`src/rtl/mult_share_sched.sv`:
```
// mult_share_sched: two-client round-robin scheduler around one shared
// shift-add unsigned multiplier (load, N add/shift pairs, done pulse).
module mult_share_sched #(
  parameter int N = 8
) (
  input  logic           clk,
  input  logic           rst,
  input  logic           req0,
  input  logic [N-1:0]   a0,
  input  logic [N-1:0]   b0,
  input  logic           req1,
  input  logic [N-1:0]   a1,
  input  logic [N-1:0]   b1,
  output logic           busy,
  output logic           gnt0,
  output logic           gnt1,
  output logic [2*N-1:0] product,
  output logic           done0,
  output logic           done1
);
  localparam int PW = $clog2(N + 1);

  typedef enum logic [3:0] {
    S_IDLE  = 4'b0001,
    S_ADD   = 4'b0010,
    S_SHIFT = 4'b0100,
    S_DONE  = 4'b1000
  } state_t;

  state_t        r_state;
  logic [N-1:0]  r_b;
  logic [N-1:0]  r_a;
  logic [N-1:0]  r_q;
  logic          r_c;
  logic [PW-1:0] r_p;
  logic          r_owner;
  logic          r_last;

  logic          w_any;
  logic          w_win;
  logic [N-1:0]  w_a_sel;
  logic [N-1:0]  w_b_sel;
  logic [N:0]    w_sum;

  assign w_any   = req0 | req1;
  // On a tie the client that was not served most recently wins.
  assign w_win   = (req0 & req1) ? ~r_last : req1;
  assign w_a_sel = w_win ? a1 : a0;
  assign w_b_sel = w_win ? b1 : b0;
  assign w_sum   = {1'b0, r_a} + {1'b0, r_b};

  // Scheduler FSM and shift-add datapath.
  always_ff @(posedge clk or posedge rst) begin
    if (rst) begin
      r_state <= S_IDLE;
      r_b     <= '0;
      r_a     <= '0;
      r_q     <= '0;
      r_c     <= 1'b0;
      r_p     <= '0;
      r_owner <= 1'b0;
      r_last  <= 1'b1;
    end else begin
      case (r_state)
        S_IDLE: begin
          if (w_any) begin
            r_owner <= w_win;
            r_b     <= w_a_sel;
            r_q     <= w_b_sel;
            r_a     <= '0;
            r_c     <= 1'b0;
            r_p     <= PW'(N);
            r_state <= S_ADD;
          end else begin
            r_state <= S_IDLE;
          end
        end
        S_ADD: begin
          if (r_q[0]) begin
            {r_c, r_a} <= w_sum;
          end else begin
            r_c <= r_c;
          end
          r_p     <= r_p - PW'(1);
          r_state <= S_SHIFT;
        end
        S_SHIFT: begin
          {r_c, r_a, r_q} <= {1'b0, r_c, r_a, r_q[N-1:1]};
          r_state         <= (r_p == '0) ? S_DONE : S_ADD;
        end
        S_DONE: begin
          r_last  <= r_owner;
          r_state <= S_IDLE;
        end
        default: begin
          r_state <= S_IDLE;
        end
      endcase
    end
  end

  assign busy    = (r_state != S_IDLE);
  assign gnt0    = busy & ~r_owner;
  assign gnt1    = busy & r_owner;
  assign product = {r_a, r_q};
  assign done0   = (r_state == S_DONE) & ~r_owner;
  assign done1   = (r_state == S_DONE) & r_owner;

endmodule

```
`config.mk`:
```
export PLATFORM = sky130hd
export DESIGN_NAME = mult_share_sched
export DESIGN_NICKNAME = d
export VERILOG_FILES = /design/src/rtl/mult_share_sched.sv
export SDC_FILE = /design/constraint.sdc
export NUM_CORES = 1
export LEC_CHECK = 0
export ABC_AREA = 1
export CAP_MARGIN = 20
export CORE_ASPECT_RATIO = 1.5
export CORE_MARGIN = 8
export CORE_UTILIZATION = 40
export CTS_BUF_LIST = sky130_fd_sc_hd__clkbuf_16
export DETAILED_ROUTE_END_ITERATION = 8
export PLACE_DENSITY = 0.69
export SETUP_SLACK_MARGIN = 0.15
export SLEW_MARGIN = 20
export SYNTH_ARGS = -nofsm -noshare
export SYNTH_HDL_FRONTEND = slang
export SYNTH_SLANG_ARGS = --single-unit
```
`constraint.sdc`:
```
create_clock -name clk -period 4.7 [get_ports clk]
set_clock_uncertainty 0.1 [all_clocks]
set_input_delay 0.705 -clock clk [delete_from_list [all_inputs] [get_ports clk]]
set_output_delay 0.705 -clock clk [all_outputs]
set_load 0.005 [all_outputs]
```
* Word level (Yosys, flattened, before mapping)
Cells that the tools add are included.
** Storage, ports and cells
- Latch bits :: 0
- Output and inout bits :: 21
- Input port bits :: 36
- Bits in writable memories :: 0
- ROM bits :: 0
- Word-level logic and storage cells :: 49
- Memories :: 0
- Register bits after elaboration :: 35
** Operators by class
- $mul :: 0
- Magnitude comparators :: 0
- Div/mod/pow operators :: 0
- Eq/ne operators :: 7
- Mux-type cells :: 16
- $add $sub $neg :: 2
- Bitwise operators :: 8
- Shifts and indexed selects :: 0
- Reductions and logical operators :: 8
** Operators by type and width (count)
- 8-bit 2-to-1 mux :: 5
- 8-bit one-hot mux with 3 select lines :: 1
- 8-bit one-hot mux with 2 select lines :: 1
- 4-bit one-hot mux with 3 select lines :: 1
- 8-bit by 8-bit adder with 9-bit output :: 1
- 4-bit 2-to-1 mux :: 2
- 4-bit one-hot mux with 2 select lines :: 1
- 2-bit AND reduction :: 3
- 1-bit AND :: 5
- 4-bit by 1-bit == test with 1-bit output, second input constant :: 1
- 4-bit by 2-bit == test with 1-bit output, second input constant :: 1
- 4-bit by 3-bit == test with 1-bit output, second input constant :: 1
- 4-bit == test, second input constant :: 1
- 4-bit logical NOT :: 1
- 2-bit != test, second input constant :: 2
- 4-bit by 1-bit != test with 1-bit output, second input constant :: 1
- 2-bit nonzero test :: 2
- 4-bit by 1-bit subtractor with 4-bit output, second input constant :: 1
- 1-bit 2-to-1 mux :: 3
- 1-bit one-hot mux with 3 select lines :: 1
- 3-bit AND reduction :: 1
- 3-bit nonzero test :: 1
- 2-bit 2-to-1 mux :: 1
- 1-bit inverter :: 2
- 1-bit bitwise OR :: 1

* Depth between registers and ports, before layout
Gate-level depths: netlist of run 1.
- Depth in word-level cells :: 5
- Depth in mapped cells :: 9
- Gate-level depth less buffers :: 9

* Worst setup path after synthesis of run 1
Ideal clock, no wire load.
- Path type :: register to register
- Start point :: register r_a[0]
- End point :: register r_a[6]
- Data arrival time :: 1.514 ns
- Setup slack :: 3.013 ns
- Cell stages (with the launch flop) :: 10
- Clock period less this slack :: 1.687 ns
- Setup time :: 0.073 ns
- Data required time :: 4.527 ns
- Cells stage by stage :: dfrtp_1 ha_1 fa_1 nand2_1 nand2_1 nand3_1 nand2_1 nand2_1 nand3_1 a21oi_2
** Between the ends
- Cells in the longest elaborated chain, start to end :: 3
** RTL lines
- from (decl) :: RTL line 32 : logic [N-1:0] r_a;
- from (signal assigned) :: RTL line 80 : {r_c, r_a} <= w_sum;
- from (signal assigned) :: RTL line 88 : {r_c, r_a, r_q} <= {1'b0, r_c, r_a, r_q[N-1:1]};
- 8-bit by 8-bit adder with 9-bit output :: RTL line 50 : assign w_sum = {1'b0, r_a} + {1'b0, r_b};
- 8-bit 2-to-1 mux :: RTL line 79 : if (r_q[0]) begin
- 8-bit one-hot mux with 3 select lines :: RTL line 64 : case (r_state)
Every way passes these cells. The select of a mux whose other input is x is not followed.
A chain may end at the register's enable or synchronous reset.

* Final worst setup path of run 1
- Start point :: register r_state[1]
- End point :: output port done1
** Between the ends
- Cells in the longest elaborated chain, start to end :: 2
** RTL lines
- from (decl) :: RTL line 30 : state_t r_state;
- from (signal assigned) :: RTL line 89 : r_state <= (r_p == '0) ? S_DONE : S_ADD;
- 4-bit == test :: RTL line 107 : assign done1 = (r_state == S_DONE) & r_owner;
- 1-bit AND :: RTL line 107
- to (decl) :: RTL line 19 : output logic done1
Every way passes these cells.

==> results of run 1 <==
## layer usage
| metal | vias to the layer above | part of all wire (%) |
|---|---|---|
| met5 | - | 0 |
| met4 | 0 | 2.5 |
| met3 | 10 | 4.3 |
| met2 | 46 | 52 |
| met1 | 966 | 41 |
| li1 | 982 | - |
## power groups by stage
| stage | registers [mW] | logic [mW] | clock network [mW] |
|---|---|---|---|
| 4_1_cts | 0.572 | 1.05 | 0.324 |
| 5_1_grt | 0.590 | 1.17 | 0.337 |
| 3_3_place_gp | 0.573 | 1.01 | 0 |
| 6_report | 0.573 | 1.03 | 0.319 |
| 3_5_place_dp | 0.575 | 1.04 | 0 |
| 2_1_floorplan | 0.543 | 0.700 | 0 |
## critical path: stages (launching register included)
cell and delay [ps]:
dfrtp_1 420, nor2_1 180, nand3_1 150, nor2_1 120, clkdlybuf4s50_1 500
## how the worst max path moves through the flow
stage | startpoint | to | slack (ps)
floorplan | r_a[0]$_DFFE_PP0P_ | r_a[6]$_DFFE_PP0P_ | 3010
global placement | req0 | r_q[7]$_DFFE_PP0P_ | 2110
detailed placement | req0 | r_q[6]$_DFFE_PP0P_ | 2040
CTS | r_state[1]$_DFF_PP0_ | done0 | 2230
global route | req0 | r_q[2]$_DFFE_PP0P_ | 2110
finish | r_state[1]$_DFF_PP0_ | done1 | 2250
## layout by cell type (no fill, tap or decap), types with 5 or more instances in the layout
| cell | Yosys | layout |
|---|---|---|
| nand2_1 | 71 | 71 |
| clkdlybuf4s50_1 | 0 | 56 |
| dfrtp_1 | 33 | 33 |
| inv_1 | 27 | 28 |
| nand3_1 | 25 | 25 |
| nor2_1 | 17 | 17 |
| a21oi_1 | 14 | 14 |
| ha_1 | 10 | 10 |
| or2_2 | 9 | 9 |
| a2bb2oi_1 | 8 | 8 |
| o211ai_1 | 8 | 8 |
| nor2_2 | 5 | 5 |
| o21ai_0 | 5 | 5 |
| clkbuf_16 | 0 | 5 |
## sequential cells by signal, summed over array words and instances, names as in the netlist
name / flops
r_state: 4
r_a: 8
r_b: 8
r_q: 8
r_c: 1
r_owner: 1
r_last: 1
r_p: 4
## logic make-up after synthesis
logic type / synth area share (%)
AO/OA/AOI/OAI: 13.9
AND/OR/NAND/NOR: 29.5
XOR/XNOR: 0.829
flip-flops: 41.6
buffers and inverters: 7.34
adder cells (fa/ha/maj): 6.87
## area by class of cell
type                    instances  area [µm²]
clock inverters                 3        16.3
flip-flops and latches         35         878
well taps                      68        85.1
inverters                      31         121
multi-input cells             193        1080
clock buffers                   5         125
fillers                       519        2250
repair buffers                 57         568
## stage by stage
stage	utilization (%)	instance area (µm²)	hold slack (ps)	worst slack, ps	power, mW
after CTS	56.1	2870	410	2230	1.94
after detailed placement	53.3	2730	395	2040	1.61
after floorplan	-	2110	368	3010	1.24
after global routing	56.1	2870	437	2110	2.10
after global placement	53.3	2730	385	2110	1.58
final	56.1	2870	403	2250	1.93
==> impl_metrics.json, run 1 <==
{
  "coreArea_um2": 5120,
  "yosys.area.top_type_share_pct": 39.1,
  "layout.nets": 370,
  "setup-tns-final_ps": 0,
  "slew_violations": 0,
  "ys_ff_latch": 35,
  "cp_data_required_time_ps": 3890,
  "rsz0062_at_grt": "false",
  "p_switching_mw": 0.815,
  "clockPowerShare_pct": 16.6,
  "p_leak_nw": 1.35,
  "hp-start": "r_last$_DFFE_PP1N_",
  "drtIter0Drc": 124,
  "syn2layout_area_growth_pct": 36.0,
  "drt.antenna.violating_nets": 0,
  "dr.pass1.iters": 4,
  "synth-seq-area-share_pct": 41.6,
  "dp_cells": 384,
  "dieArea_um2": 7910,
  "worstHoldPathCells": 2,
  "r2r_start": "r_last$_DFFE_PP1N_",
  "met2_usage_pct": 26.7,
  "cts_buffers": 5,
  "gp_congestion": 0.955,
  "grt-busiest-layer": "met2",
  "max_freq_mhz": 407,
  "worstPathArrival_ps": 1650,
  "end_kind": "output pin",
  "met3_usage_pct": 3.92,
  "path_clk_slew_ps": 60,
  "crit_fanout": 4,
  "grt_overflow": 0,
  "hold_path_end": "r_last$_DFFE_PP1N_",
  "r2r_slack_ps": 2710,
  "ir_drop_mv": 0.330,
  "setup_viol": 0,
  "yosysWarningCount": 0,
  "clock_latency_ps": 280,
  "clk_path_buf_depth": 2,
  "grt_antenna_before_repair": 0,
  "synth_area_leaders": "dfrtp_1 (39%), nand2_1 (13%), ha_1 (5.9%), nand3_1 (5.9%), inv_1 (4.8%)",
  "cts_sinks": 35,
  "r2r-end": "r_q[7]$_DFFE_PP0P_",
  "yosys.area.top_type": "dfrtp_1",
  "r2r_cells": 5,
  "fin_crit_sh_pct": 52.2,
  "instances_no_fill": 392,
  "synth_common_cells": "nand2_1 (71), dfrtp_1 (33), inv_1 (27)",
  "cp-start-kind": "register",
  "seqPwrFrac_pct": 29.7,
  "async_flop_share_pct": 100,
  "drive_gt1_share_pct": 11.4,
  "swShare_pct": 42.3,
  "cts-root-buf": "clkbuf_16",
  "synth.distinct_cells": 32,
  "postCtsSetupBuffers": 0,
  "vias": 2004,
  "min_period_ps": 2450,
  "grt_max_degree": 36,
  "num_rows": 32,
  "diodes": 0,
  "drt_wl_total_um": 5880,
  "fp.dieW_um": 75.3,
  "syn_nets": 311,
  "max_slew.worst_pin.slew_ps": 529,
  "drcViolationCount": 0,
  "fp.dieH_um": 105,
  "slew_headroom_pct": 64.7,
  "synthFlopType": "dfrtp_1",
  "numPortBuffers": 56,
  "htreeDepth": 2,
  "synth_edf_count": 0,
  "max_cap_violations": 0,
  "pwr-share-comb_pct": 53.7,
  "path_class": "reg -> out",
  "grt_use_met1_pct": 17.0,
  "hp-class": "reg -> reg",
  "synth_area_per_cell_um2": 8.00,
  "ctsHoldBuffers": 0,
  "tritoncts": "yes",
  "wl_per_cell_um": 15.0,
  "status": "completed",
  "vias_per_cell": 5.11,
  "syn_inst": 264,
  "start_util_pct": 41.2,
  "synth_area_um2": 2110,
  "hold_viol": 0,
  "yosysMostFrequentCell": "nand2_1",
  "first_global_vias": 2091,
  "hpwl_um": 4370,
  "grt_usage_pct": 15.4,
  "cts_resized": 0,
  "pin_count": 57,
  "power_density_nw_per_um2": 670,
  "p_int_mw": 1.11,
  "grt_first_pass_wirelength_um": 9540
}
Note: power is estimated with default switching activity, not from simulation.
==> run 2: changes to the inputs <==
Settings changed: PLACE_DENSITY 0.69 to 0.72.
Clock period 4.7 ns to 2 ns, I/O delays scaled along.
==> run 2 against run 1 <==
Die area stayed put. Critical path depth up 3. Wire length increased by 8.7%. Via count is 3.0% higher. Sequential share of layout area is 2.4 points lower. Total power grew to 2.7 times the previous value. Final area rose by 8.7%. Register-to-register slack lost 2500 ps. Non-clock buffer count up 13. Utilization up 4.9 points. Sequential cell count stayed put. Clock-buffer cell count did not move. Critical path type is now reg -> reg. Critical endpoint is now r_q[1]$_DFFE_PP0P_. Largest power group unchanged.
==> impl_metrics.json, run 2 (same netlist as run 1, synthesis figures left out) <==
{
  "seq_area_um2": 878,
  "gp_congestion": 0.877,
  "r2r_cells": 7,
  "n_fill_cell": 472,
  "drt.antenna.violating_nets": 0,
  "hpwl_um": 4540,
  "setup_viol": 0,
  "diodes": 0,
  "numPortBuffers": 56,
  "max_freq_mhz": 557,
  "grt_antenna_before_repair": 0,
  "fin_util_pct": 61.0,
  "grt_overflow": 0,
  "drcViolationCount": 0,
  "clock_latency_ps": 280,
  "grt_usage_pct": 16.6,
  "cp-start-kind": "register",
  "grt_first_pass_wirelength_um": 10200,
  "tritoncts": "yes",
  "r2r_slack_ps": 210,
  "wl_per_cell_um": 15.7,
  "clk_path_buf_depth": 2,
  "ir_drop_mv": 1.22,
  "slowest_delay_ps": 560,
  "hold_viol": 0,
  "min_period_ps": 1790,
  "slew_violations": 0,
  "cts-root-buf": "clkbuf_16",
  "vias_per_cell": 5.06,
  "drive_gt1_share_pct": 18.5,
  "rsz0062_at_grt": "true",
  "htreeDepth": 2,
  "first_global_vias": 2122,
  "dr.pass1.iters": 4,
  "p_leak_nw": 1.47,
  "status": "completed",
  "final_common_cell": "nand2_1",
  "ctsHoldBuffers": 0,
  "max_slew.worst_pin.slew_ps": 487,
  "drt_wl_total_um": 6390,
  "r2r-end": "r_q[1]$_DFFE_PP0P_",
  "dieArea_um2": 7910,
  "fin_crit_sh_pct": 89.7,
  "num_rows": 32,
  "layout.nets": 386,
  "max_cap_violations": 0,
  "setup-tns-final_ps": 0,
  "hp-class": "in -> async",
  "path_class": "reg -> reg",
  "slew_headroom_pct": 67.5,
  "cts_sinks": 35,
  "fp.dieH_um": 105,
  "crit_fanout": 8,
  "vias": 2064,
  "coreArea_um2": 5120,
  "pin_count": 57,
  "final_cell_mix": "nand2_1 (69), clkdlybuf4s50_1 (51), dfrtp_1 (33), inv_1 (25), nand3_1 (24)",
  "drtIter0Drc": 123,
  "crit_path_top_delay_cell": "dfstp_2",
  "r2r_start": "r_state[0]$_DFF_PP1_",
  "cts_buffers": 5,
  "end_kind": "register",
  "power_density_nw_per_um2": 1660,
  "syn2layout_area_growth_pct": 47.8,
  "start_util_pct": 41.2,
  "largestRegisters": "r_a: 8 flops, r_b: 8 flops, r_q: 8 flops",
  "crit_top_cell": "buf_4",
  "grt_max_degree": 36,
  "crit_chain": "nor2_2, buf_4, nand2_2, clkinvlp_4, buf_4, nand2_1, nand3_1",
  "worstPathArrival_ps": 1840,
  "cp_data_required_time_ps": 2050,
  "multi_input_area_um2": 1140,
  "path_clk_slew_ps": 60,
  "fp.dieW_um": 75.3
}
## run 2: changes by cell type in the layout (fill, tap and decap cells not counted), moves of 2 or more
cell             change
buf_4               +10
clkdlybuf4s50_1      -5
inv_1                -3
nand2_2              +3
buf_6                +2
bufinv_16            +2
clkdlybuf4s15_1      +2
dlygate4sd2_1        +2
nand2_1              -2
nand3_4              +2
## run 2: layout make-up
class,count,share of cell area (%)
multi-input cells,194,36.4
flip-flops and latches,35,28.1
repair buffers,70,21.9
inverters,31,4.37
clock buffers,5,4.00
well taps,68,2.72
clock inverters,3,2.04
repair inverters,2,0.441
## run 2: worst max path at each step
stage                                    start                 end  slack (ps)  cells past startpoint
after global placement    r_state[1]$_DFF_PP0_               done0         240                      4
after global routing      r_state[0]$_DFF_PP1_  r_q[1]$_DFFE_PP0P_         140                      7
final                     r_state[0]$_DFF_PP1_  r_q[1]$_DFFE_PP0P_         210                      7
after floorplan             r_a[0]$_DFFE_PP0P_  r_a[6]$_DFFE_PP0P_         310                      9
after detailed placement  r_state[1]$_DFF_PP0_               done0         180                      4
after CTS                 r_state[1]$_DFF_PP0_               done1          80                      4
## run 2: metal layers
metal  global-route usage [%]  part of all wire, %  vias up
met3                     3.35                  4.3       15
li1                         -                    -     1024
met1                     18.2                   37      976
met4                     6.49                  2.9        0
met5                        0                    0        -
met2                     29.5                   56       49
## run 2: critical path, delay by kind of cell (launching register included)
kind                   cells  cell delay [ps]
buffers and inverters      3              590
DFF                        1              560
and+or+nand+nor            4              400
## run 2: power breakdown
| part | internal (mW) | switching (mW) |
|---|---|---|
| logic | 1.32 | 1.52 |
| registers | 1.04 | 0.311 |
| clock network | 0.710 | 0.297 |
| total | 3.07 | 2.12 |
## run 2: per-stage QoR
stage,std cells,hold WS [ps],instance area [µm²],worst slack [ps],power (mW)
after floorplan,264,341,2110,313,2.92
after global placement,386,387,2750,241,3.76
after detailed placement,386,384,2750,178,3.83
after CTS,399,353,2980,81.6,4.93
after global routing,408,401,3120,141,5.61
final,408,332,3120,206,5.20
## run 2: what timing repair did
item	CTS	global route
setup endpoints to repair	5	29
pin swaps	1	6
hold endpoints to repair	0	0
gates cloned	0	3
setup buffers	5	6
gates resized for setup	7	20
